[config.mk]
export PLATFORM = sky130hd
export DESIGN_NAME = register_file
export DESIGN_NICKNAME = d
export VERILOG_FILES = /design/src/rtl/register_file.sv
export SDC_FILE = /design/constraint.sdc
export NUM_CORES = 2
export LEC_CHECK = 0
export CORE_ASPECT_RATIO = 1.1
export CORE_UTILIZATION = 40
export DETAILED_ROUTE_END_ITERATION = 7
export HOLD_SLACK_MARGIN = 0.03
export MAX_ROUTING_LAYER = met4
export PLACE_DENSITY = 0.61
export SLEW_MARGIN = 20
export SYNTH_ARGS = -nofsm -noshare
export SYNTH_HDL_FRONTEND = slang
export SYNTH_SLANG_ARGS = --single-unit
[constraint.sdc]
create_clock -name clk -period 5.9 [get_ports clk]
set_input_delay 0.885 -clock clk [delete_from_list [all_inputs] [get_ports clk]]
set_output_delay 0.885 -clock clk [all_outputs]
set_load 0.03 [all_outputs]
[src/rtl/register_file.sv]
`default_nettype none
// +--------------------------------------------------------------------------+
// | register_file: RISC-V integer register file, 2 async reads, 1 sync write |
// | Revision: 1.0                                                            |
// +--------------------------------------------------------------------------+
module register_file #(
   parameter int DATA_WIDTH = 32,
   parameter int ADDR_WIDTH = 5
) (
   input  logic                  clk,
   input  logic                  rst_n,
   input  logic                  wr_en,
   input  logic [ADDR_WIDTH-1:0] wr_reg,
   input  logic [DATA_WIDTH-1:0] wr_data,
   input  logic [ADDR_WIDTH-1:0] rd_reg_1,
   input  logic [ADDR_WIDTH-1:0] rd_reg_2,
   output logic [DATA_WIDTH-1:0] rd_data_1,
   output logic [DATA_WIDTH-1:0] rd_data_2
);

   localparam int NUM_REGS = 2 ** ADDR_WIDTH;

   logic [DATA_WIDTH-1:0] regs [NUM_REGS];
   logic                  wr_accept;

   // x0 is never written, so its storage stays at the reset value of zero.
   assign wr_accept = wr_en && (wr_reg != '0);

   always_ff @(posedge clk or negedge rst_n) begin
      if (!rst_n) begin
         for (int i = 0; i < NUM_REGS; i++) begin
            regs[i] <= '0;
         end
      end else if (wr_accept) begin
         regs[wr_reg] <= wr_data;
      end
   end

   // Reads are unregistered and deliberately not bypassed from the write port.
   always_comb begin
      rd_data_1 = '0;
      rd_data_2 = '0;
      if (rd_reg_1 != '0) rd_data_1 = regs[rd_reg_1];
      if (rd_reg_2 != '0) rd_data_2 = regs[rd_reg_2];
   end

endmodule
`default_nettype wire

==> flow_metrics.env <==
export IMPL_cp_required_ps=5020
export IMPL_synth_common_cells="1046 x mux2_2, 1024 x dfrtp_1, 448 x mux4_2"
export IMPL_dp_cells=5205
export IMPL_setup_viol=0
export IMPL_totalWireLength_mm=174
export IMPL_drc=0
export IMPL_numCtsBuffers=109
export IMPL_syn_inst=3621
export IMPL_nets=3579
export IMPL_synthFlopType="dfrtp_1"
export IMPL_hpwl_mm=103
export IMPL_numPortBuffers=113
export IMPL_status="complete, no violations"
export IMPL_crit_type="in -> out"
export IMPL_rows=141
export IMPL_cellPowerDensity_nw_per_um2=337
export IMPL_stdcell_count=5414
export IMPL_die_area_um2=137000
export IMPL_insertion_delay_ps=730
export IMPL_fin_area_um2=61100
export IMPL_yosysTopAreaCell="dfrtp_1"
export IMPL_cts_setup_buffers=0
export IMPL_placedInstanceArea_um2=57600
export IMPL_synth_seq_cells=1024
export IMPL_pre_cts_ws_ps=997
export IMPL_synth_edf_count=0
export IMPL_worst_hold_slack_ps=244
export IMPL_grt_pass1_vias=35100
export IMPL_reg2reg_slack_ps=5100
export IMPL_max_slew_margin_pct=17.4
export IMPL_fin_crit_sh_pct=84.2
export IMPL_synth_nets=3671
export IMPL_largest_register="regs"
export IMPL_reg_top3="regs: 1024 flops"
export IMPL_tightest_slew_ps=1230
export IMPL_arrival_ps=4080
export IMPL_cts_tree="yes"
export IMPL_async_reset_ff_share_pct=100
export IMPL_clockRootBuffer="clkbuf_16"
export IMPL_critPathCapture="rd_data_1[21]"
export IMPL_track_usage_pct=26.2
export IMPL_clkSinkCount=1024
export IMPL_synth_area_leaders="dfrtp_1 47%, mux2_2 22%, mux4_2 19%, mux2i_1 2.4%, buf_2 1.6%"
export IMPL_yosysWarnings=0
export IMPL_finalMaxSlewViolations=0
export IMPL_fin_setup_tns_ps=0
export IMPL_syn_to_final_growth_pct=12.5
export IMPL_die_w_um=353
export IMPL_rr_worst_depth=1
export IMPL_r2r_start="regs[850]$_DFFE_PN0P_"
export IMPL_power_leakage_nw=25.9
export IMPL_dr_total_vias=34500
export IMPL_drtAntennaViolNets=0
export IMPL_first_pass_iters=7
export IMPL_synth_most_common_cell="mux2_2"
export IMPL_grt_start_max_net_pins=128
export IMPL_overflow=0
export IMPL_wl_per_cell_um=32.1
export IMPL_vias_per_cell=6.37
export IMPL_cts_max_path_buffers=3
export IMPL_hold_viol=0
export IMPL_cts_clk_slew_worst_paths_ps=60
export IMPL_cap_violations=0
export IMPL_rr_endpoint="regs[850]$_DFFE_PN0P_"
export IMPL_busiest_layer="met2"
export IMPL_rsz0062_at_grt="false"
export IMPL_gp_congestion=0.831
export IMPL_syn_area_um2=54400
export IMPL_avgSynthCellArea_um2=15.0
export IMPL_fmax_ghz=0.201
export IMPL_synth_top_area_share_pct=47.1
export IMPL_synth_seq_area_share_pct=47.1
export IMPL_holdCritPathClass="in -> async"
export IMPL_critical_path_peak_fanout=19
export IMPL_largest_reg_flops=1024
export IMPL_drt_iter0_drc=3184
export IMPL_use_met2_pct=40.1
export IMPL_cts_max_level=3
export IMPL_yosysUniqueCellTypes=34
export IMPL_fin_skew_ps=0
export IMPL_coreArea_um2=135000
export IMPL_grt_pass1_wl_mm=256
export IMPL_die_h_um=389
export IMPL_startpoint_type="input pin"
export IMPL_antenna_found_initial=16
export IMPL_cts_resized=0
export IMPL_end_kind="primary output"
export IMPL_layout_setup_ws_ps=935
export IMPL_grt_met1_usage_pct=35.6
export IMPL_hold_buffers=0
export IMPL_drive_gt1_share_pct=52.8
export IMPL_startpoint="rd_reg_1[4]"
export IMPL_fin_crit_ps=4970
export IMPL_vdd_drop_max_uv=214
export IMPL_grt_util_met3_pct=4.39
export IMPL_top_level_ports=114
export IMPL_initial_utilization_pct=40.4
==> worst min-delay path by stage <==
stage	from	endpoint	slack, ps	cells after the start
after floorplan	regs[1000]$_DFFE_PN0P_	regs[1000]$_DFFE_PN0P_	440	1
after global placement	regs[1019]$_DFFE_PN0P_	regs[1019]$_DFFE_PN0P_	380	0
after detailed placement	regs[997]$_DFFE_PN0P_	regs[997]$_DFFE_PN0P_	380	0
after CTS	rst_n	regs[1014]$_DFFE_PN0P_	270	1
after global routing	rst_n	regs[662]$_DFFE_PN0P_	320	1
final	rst_n	regs[1014]$_DFFE_PN0P_	240	1
==> kinds of logic (layout without fill, tap and decap cells) <==
logic type             Yosys count  after routing  synth area share [%]
AO/OA/AOI/OAI                  366            366                  4.84
buffers and inverters          434            433                  3.61
flip-flops                    1024           1024                  47.1
multiplexers                  1632           1632                  42.8
other                            0              7                     0
AND/OR/NAND/NOR                165            165                  1.61
==> worst max-delay path, stage by stage <==
cell             delay [ps]
buf_2                   660
or2_2                   260
or4_2                   450
o21ai_0                 230
a311oi_1                730
clkdlybuf4s50_1         830
==> cells in the final DEF (no fill, tap or decap), types with 3 or more instances in the layout <==
master,synthesis,final
clkbuf_8,0,26
nand2_2,0,4
nand2_1,49,38
clkbuf_16,0,112
a211oi_1,64,64
mux2_2,1046,1046
clkinv_2,0,28
nand2_4,0,7
nand4b_1,3,3
a221oi_1,46,46
buf_8,0,5
nand2b_1,5,3
bufinv_16,0,4
a22oi_1,64,64
o2111ai_1,18,18
o21ai_0,101,101
clkdlybuf4s50_1,0,36
buf_2,172,23
or3_2,0,3
buf_4,31,96
o21ai_1,9,9
nor2b_1,71,66
inv_6,0,3
mux2i_1,128,128
clkbuf_1,221,26
nor2_1,19,3
diode_2,0,7
nor2_4,0,14
mux4_2,448,448
nor2b_4,0,5
a311oi_1,64,64
mux2_1,10,10
dfrtp_1,1024,1024
buf_12,0,66
==> where the power goes <==
part / switching (mW) / total (mW) / internal, mW / leakage [nW]
sequential: 0.963 / 9.32 / 8.36 / 13.1
combinational: 1.78 / 4.38 / 2.60 / 11.0
clock: 2.95 / 6.92 / 3.97 / 1.78
total: 5.70 / 20.6 / 14.9 / 25.9
==> per-stage QoR <==
| step | total power [mW] | utilization, % |
|---|---|---|
| after floorplan | 12.3 | - |
| after global placement | 13.7 | 42.8 |
| after detailed placement | 13.8 | 42.8 |
| after CTS | 20.8 | 45.5 |
| after global routing | 21.5 | 45.4 |
| final | 20.6 | 45.4 |
==> metal layers <==
metal / wire length [µm] / share of wire, %
met1: 74400 / 43
met4: 5260 / 3.0
met5: 0 / 0
met2: 82600 / 48
met3: 11600 / 6.7
==> area by class of cell <==
type                    instances  area, µm²
fillers                     11800      73500
multi-input cells            2163      27000
flip-flops and latches       1024      25600
clock buffers                 164       3260
repair buffers                229       2640
well taps                    1787       2240
clock inverters                38        318
diodes                          7       17.5
inverters                       2       12.5
Note: power is estimated with default switching activity, not from simulation.
